File: config.mk
export PLATFORM = sky130hd
export DESIGN_NAME = timer_pwm_ctrl
export DESIGN_NICKNAME = d
export VERILOG_FILES = /design/src/rtl/timer_pwm_ctrl.sv
export SDC_FILE = /design/constraint.sdc
export NUM_CORES = 1
export LEC_CHECK = 0
export ABC_AREA = 1
export CORE_UTILIZATION = 44
export CTS_CLUSTER_DIAMETER = 50
export DETAILED_ROUTE_END_ITERATION = 8
export PLACE_DENSITY = 0.68
export SLEW_MARGIN = 20
export SYNTH_ARGS = -nofsm -noshare
export SYNTH_HDL_FRONTEND = slang
export SYNTH_SLANG_ARGS = --single-unit
File: constraint.sdc
create_clock -name PCLK -period 5.51 [get_ports PCLK]
set_clock_uncertainty 0.05 [all_clocks]
set_input_delay 0.8265 -clock PCLK [delete_from_list [all_inputs] [get_ports PCLK]]
set_output_delay 0.8265 -clock PCLK [all_outputs]
set_load 0.005 [all_outputs]
File: src/rtl/timer_pwm_ctrl.sv
// timer_pwm_ctrl: one-shot/continuous PWM counter engine behind the timer register block.
// Optional prescaler enabled by defining TIMER_PWM_PRESCALE_EN (adds the PRESC port).
module timer_pwm_ctrl #(
  parameter int   CNT_W    = 32,
  parameter logic PWM_IDLE = 1'b0
) (
  input  logic             PCLK,
  input  logic             PRESET,
  input  logic             MODE,
  input  logic             GO_EN,
  input  logic [CNT_W-1:0] TOT_CNT,
  input  logic [CNT_W-1:0] DUTY_CNT,
`ifdef TIMER_PWM_PRESCALE_EN
  input  logic [7:0]       PRESC,
`endif
  output logic             IRQ_TRG,
  output logic             PWM_OUT,
  output logic             BUSY,
  output logic [CNT_W-1:0] CUR_CNT
);
  typedef enum logic [1:0] {IDLE, LOAD, RUN, DONE} state_e;
  state_e state_q, state_d;
  logic [CNT_W-1:0] tot_q, tot_d, duty_q, duty_d, cnt_q, cnt_d;
  logic mode_q, mode_d, pwm_q, pwm_d, irq_q, irq_d, cap, tick, last;
  assign last = cnt_q == tot_q - CNT_W'(1);
`ifdef TIMER_PWM_PRESCALE_EN
  logic [7:0] presc_q, presc_d, psc_q, psc_d;
  assign tick = psc_q == presc_q;
  always_comb begin
    presc_d = cap ? PRESC : presc_q;
    psc_d = (state_q == RUN && !tick) ? psc_q + 8'd1 : 8'd0;
  end
  always_ff @(posedge PCLK or posedge PRESET) begin
    if (PRESET) begin
      presc_q <= 8'd0;
      psc_q <= 8'd0;
    end else begin
      presc_q <= presc_d;
      psc_q <= psc_d;
    end
  end
`else
  assign tick = 1'b1;
`endif
  // Continuous wrap re-captures shadows on the last tick, so the next period starts without a gap.
  always_comb begin
    state_d = state_q;
    tot_d = tot_q;
    duty_d = duty_q;
    mode_d = mode_q;
    cnt_d = '0;
    irq_d = 1'b0;
    cap = 1'b0;
    case (state_q)
      IDLE: state_d = GO_EN ? LOAD : IDLE;
      LOAD: begin
        if (!GO_EN) state_d = IDLE;
        else begin
          cap = 1'b1;
          irq_d = TOT_CNT == '0;
          state_d = irq_d ? DONE : RUN;
        end
      end
      RUN: begin
        if (!GO_EN) state_d = IDLE;
        else if (!tick) cnt_d = cnt_q;
        else if (!last) cnt_d = cnt_q + CNT_W'(1);
        else begin
          irq_d = 1'b1;
          cap = mode_q;
          state_d = (mode_q && TOT_CNT != '0) ? RUN : DONE;
        end
      end
      DONE: state_d = !GO_EN ? IDLE : (mode_q && tot_q == '0) ? LOAD : DONE;
      default: state_d = IDLE;
    endcase
    if (cap) begin
      tot_d = TOT_CNT;
      duty_d = DUTY_CNT;
      mode_d = MODE;
    end
    pwm_d = (state_d == RUN) ? (cnt_d < duty_d) : PWM_IDLE;
  end
  always_ff @(posedge PCLK or posedge PRESET) begin
    if (PRESET) begin
      state_q <= IDLE;
      tot_q <= '0;
      duty_q <= '0;
      mode_q <= 1'b0;
      cnt_q <= '0;
      pwm_q <= PWM_IDLE;
      irq_q <= 1'b0;
    end else begin
      state_q <= state_d;
      tot_q <= tot_d;
      duty_q <= duty_d;
      mode_q <= mode_d;
      cnt_q <= cnt_d;
      pwm_q <= pwm_d;
      irq_q <= irq_d;
    end
  end
  assign IRQ_TRG = irq_q;
  assign PWM_OUT = pwm_q;
  assign BUSY = state_q != IDLE;
  assign CUR_CNT = cnt_q;
endmodule
# == Word level (Yosys, flattened, before mapping) ==
# Cells that the tools add are included.
# Widths: inputs -> output; s select.
# word_totals
output_inout_bits,35
word_cells,44
reg_bits,101
# op_classes
add_sub_neg,2
n_reduce_logical,7
n_eq_ne,5
mux,22
order_cmp,1
# ops
cell,n
$mux 32,4
$logic_not 32->1,2
$add 32x1->32 const B,1
$eq 32x32->1,1
$lt 32x32->1,1
$reduce_bool 32->1,1
$sub 32x1->32 const B,1
$mux 1,10
$mux 2,5
$pmux 2 s4,1
$eq 2x2->1 const B,3
$pmux 1 s2,2
$eq 2x1->1 const B,1
$logic_and 1x1->1,2
$logic_not 2->1,1
$reduce_bool 2->1,1

# == Depth between registers and ports, before layout ==
# depth
word_depth,8
mapped_depth,31
ltp_nobuf,29

# == Least setup slack after synthesis ==
# Ideal clock, no wire load.
# synth_timing
path_kind,register -> register
start,register tot_q[0]
end,register pwm_q (netlist: PWM_OUT)
setup_slack_ps,1897
stages_incl_launch_ff,23
synth_period_minus_slack_ps,3613
t_arrival_ps,3434
path_cell_list,dfrtp_1 inv_1 ha_1 nand2_2 nor2_8 nand3_2 inv_1 nand2_1 xor2_1 nand4_1 or2_1 nor4_1 nor2_1 inv_1 buf_2 nor3_1 ha_1 nand2_1 inv_1 nand3_1 or3_1 nor4_1 a21oi_2
# synth_between
elab_cells_between_ends,19
cone_classes,add/sub (1); order compare (1); eq/ne (2); mux (13); reduce/logical (2)
# synth_lines
item,line_no,source
"start, declared",23,"logic [CNT_W-1:0] tot_q, tot_d, duty_q, duty_d, cnt_q, cnt_d;"
"start signal, assigned",95,tot_q <= tot_d;
$sub 32x1->32,25,assign last = cnt_q == tot_q - CNT_W'(1);
$eq 32x32->1,25,
$mux 32,67,else if (!last) cnt_d = cnt_q + CNT_W'(1);
$mux 32,65,if (!GO_EN) state_d = IDLE;
$mux 32,54,case (state_q)
named net cnt_d[30],23,
$lt 32x32->1,82,pwm_d = (state_d == RUN) ? (cnt_d < duty_d) : PWM_IDLE;
$mux 1,82,
named net pwm_d,24,"logic mode_q, mode_d, pwm_q, pwm_d, irq_q, irq_d, cap, tick, last;"
"end signal, assigned",99,pwm_q <= pwm_d;
"end, declared",24,
# The timed path passes the listed nets, and every way through them passes these cells.
# A chain may end at the register's enable or synchronous reset.

# == Final worst setup path ==
# layout_timing
start,register tot_q[5]
end,register pwm_q (netlist: PWM_OUT)
# layout_between
elab_chain_len,8
elab_cells_between_ends,19
cone_classes,add/sub (1); order compare (1); eq/ne (2); mux (13); reduce/logical (2)
# layout_rtl
item,line_no,source
$sub 32x1->32,25,
$eq 32x32->1,25,
$mux 1,67,
$mux 1,65,
$pmux 1 s2,54,
$mux 32,77,if (cap) begin
named net duty_d[17],23,
$lt 32x32->1,82,
$mux 1,82,
named net pwm_d,24,
# The timed path passes the listed nets, and every way through them passes these cells.

==> run summary <==
Hold slack final -> 0.461 ns
Setup TNS -> 0 ns
CTS tree -> done
Slew headroom -> 40.9%
Clock buffer depth -> 2
P per Cell Area -> 352 mW/mm^2
Sequential fraction of the synthesis area -> 36.0%
Critical Path Sink Type -> flip-flop
Crit path kind -> flip-flop to flip-flop
CP startpoint kind -> flip-flop
R2r setup slk -> 0.96 ns
DRC Markers -> 0
Max frequency -> 220 MHz
Total CTS buffers -> 9
FILL cells -> 1452
H-Tree Level Count -> 3
Die Area -> 0.0164 mm^2
Reg clk slew, reported paths -> 0.07 ns
Diodes inserted -> 0
Skew-Pair Late Insertion Delay -> 0.35 ns
Postcts setup bufs -> 0
Final Max Slew Viols -> 0
Final Setup Violations -> 0
Unrepaired setup endpoints after global routing -> false
Routability Congestion -> 0.916
Hold_buf cts -> 0
Peak fanout along the critical path -> 86
Number of synthesized flops with an enable pin -> 0
Syn_nets -> 1041
Period minus WS final -> 4.55 ns
Routed WL per cell -> 15.2 um
Reg-to-Reg End -> PWM_OUT
Levels on crit path -> 26
Syn. warnings -> 0
Worst reg2reg path depth -> 26
Row count -> 45
Critical Path AT -> 4.78 ns
CP peak stage delay -> 0.45 ns
ANT nets after route -> 0
Reg area -> 0.00253 mm^2
First drt pass iteration count -> 5
Area contributors post-synth -> dfrtp_1 36%, nand2_1 11%, inv_1 7.8%, ha_1 6.8%, xor2_1 6.1%
Gr usage total -> 24.4%
Pre-CTS setup slack -> 0.985 ns
Routed vias/inst -> 4.97
Fin crit share -> 82.5%
Largest net degree at the start of global routing -> 87
Reg2reg start -> tot_q[5]
Slew @ Worst Pin -> 0.879 ns
Vias in the first global route -> 5983
Post-synth top area share -> 36.0%
Mean Syn Cell Area -> 7.50 um^2
P&R area growth vs syn -> 22.3%
Dominant synthesized flop cell -> dfrtp_1
Cell area after synthesis -> 0.00701 mm^2
Initial Util -> 45.6%
Initial antenna violation count -> 0
Largest delay share family, worst path -> simple AND/OR/NAND/NOR gates
Die width -> 128 um
Lkg Pwr -> 4.06 nW
Final wirelength -> 19.0 mm
CP startpoint -> tot_q[5]
Vias -> 6193
Hold Path Class -> flip-flop to flip-flop
CP Buf/Inv Count -> 1
CP required -> 5.74 ns
Status -> completed
First-pass GRT wire length -> 30.5 mm
Post-cts sizing count -> 0
Post-synthesis cell type count -> 44
Cells after synthesis -> 935
Most used cell along the critical path -> nand2_1
Die Ht -> 128 um
Grt ovf -> 0
Initial drt markers -> 449
Number of nets in the layout -> 1137
Layout cells sized above 1 -> 7.34%
PortBufs -> 102
Io pins -> 103
Leading area contributor after synthesis -> dfrtp_1
TritonCTS Sinks -> 101
Worst path slowest cell -> dfrtp_1
FFs w/ async S/R, synth -> 100%
Fin. Hold Viols -> 0
Peak supply drop -> 0.000194 V
Setup WS post-layout -> 0.963 ns
Core area -> 0.0154 mm^2
DP HPWL -> 15.3 mm
Clock root buffer -> clkbuf_16
Max cap viols -> 0
Crit path capture -> PWM_OUT
Post-synthesis register bit count -> 101
Area of the multi-input gates -> 0.00383 mm^2
-- cell usage after synthesis, types with 2 or more instances --
library cell,n
nor3b_1,2
inv_2,3
o21ai_1,12
nor3_2,3
a21oi_1,28
nor2_4,3
clkbuf_1,7
a211oi_1,5
nand2_1,206
xor2_1,49
and2_1,3
nor2_1,108
nand3b_1,5
nand4_1,21
nor4_1,14
o21ai_0,31
buf_4,4
inv_1,145
nand3_1,38
xnor2_1,14
nand3_2,5
mux2_2,22
nand2_4,3
nor3_1,28
ha_1,38
buf_2,6
dfrtp_1,101
o21bai_1,2
nand2_2,6
nor2_2,9
-- kinds of logic after synthesis --
family / after synthesis / share of synthesized area (%)
AND/OR/NAND/NOR: 459 / 29.7
buffers and inverters: 167 / 9.39
flip-flops: 101 / 36.0
AO/OA/AOI/OAI: 85 / 6.64
XOR/XNOR: 63 / 7.87
adder cells (fa/ha/maj): 38 / 6.78
multiplexers: 22 / 3.53
-- worst reg2reg max path: stages, from the launching register on --
cell	delay [ns]
dfrtp_1	0.45
nor2_2	0.15
nand2_1	0.09
nor2_2	0.42
nand2_2	0.12
nand2_1	0.07
nand2_1	0.08
nor2_1	0.14
nand3_1	0.12
nor2_1	0.16
nand2_1	0.07
nor2_1	0.15
nand4_1	0.12
nand2_2	0.11
nand2_4	0.43
o21ai_0	0.49
inv_1	0.08
ha_1	0.29
a21oi_1	0.14
o21ai_0	0.09
nand3_1	0.07
nand2_1	0.05
nand2_1	0.06
a21oi_1	0.06
nor3_1	0.18
nand3b_1	0.13
a21oi_2	0.12
-- state kept, by name (all words and copies together) (netlist names) --
name	count
CUR_CNT	32
IRQ_TRG	1
PWM_OUT	1
duty_q	32
mode_q	1
state_q	2
tot_q	32
-- routing by layer --
layer,up-vias,part of all wire [%],track usage [%]
met2,104,48,40.3
met1,2887,48,33.3
li1,3181,-,-
met5,-,0,0
met3,21,2.8,2.88
met4,0,1.9,7.96
-- worst min path at each step --
stage | slack, ns | to | cells after the start | start
floorplan | 0.41 | duty_q[17] | 2 | duty_q[17]
global placement | 0.43 | duty_q[17] | 2 | duty_q[17]
detailed placement | 0.45 | duty_q[17] | 2 | duty_q[17]
CTS | 0.46 | duty_q[17] | 2 | duty_q[17]
global route | 0.52 | duty_q[17] | 2 | duty_q[17]
finish | 0.46 | duty_q[17] | 2 | duty_q[17]
-- area by class of cell --
type	count	area share, %
multi-input combinational	667	44.6
sequential	101	29.5
timing repair buffer	104	12.1
inverter	148	6.51
tap	211	3.08
clock buffer	10	2.67
clock inverter	6	1.58
-- cell usage in the layout, fill, tap and decap left out, types with 5 or more instances in the layout --
cell type,synthesis,routed
a21oi_1,28,28
ha_1,38,38
o21ai_0,31,31
nor2_1,108,108
nand4_1,21,21
nor3_1,28,28
a211oi_1,5,5
inv_1,145,144
xnor2_1,14,14
nor2_2,9,9
clkdlybuf4s50_1,0,102
dfrtp_1,101,101
o21ai_1,12,12
clkbuf_16,0,9
xor2_1,49,49
nand2_2,6,6
nor4_1,14,14
nand2_1,206,206
nand3b_1,5,5
mux2_2,22,22
nand3_2,5,5
nand3_1,38,38
-- stage by stage --
step / power, W / cells / area, um^2 / util, %
after detailed placement: 0.00225 / 1231 / 8210 / 53.4
after floorplan: 0.00194 / 935 / 7010 / -
after CTS: 0.00303 / 1247 / 8580 / 55.8
final: 0.00302 / 1247 / 8580 / 55.8
after global placement: 0.00224 / 1231 / 8210 / 53.4
after global routing: 0.00326 / 1247 / 8580 / 55.8
-- report_power, final --
part           internal, W  leakage (nW)  switching [W]
registers         0.000953          1.23       0.000168
logic             0.000444          2.67       0.000687
clock network     0.000490         0.169       0.000277
total              0.00189          4.06        0.00113
Power figures use the tool's default switching activity.
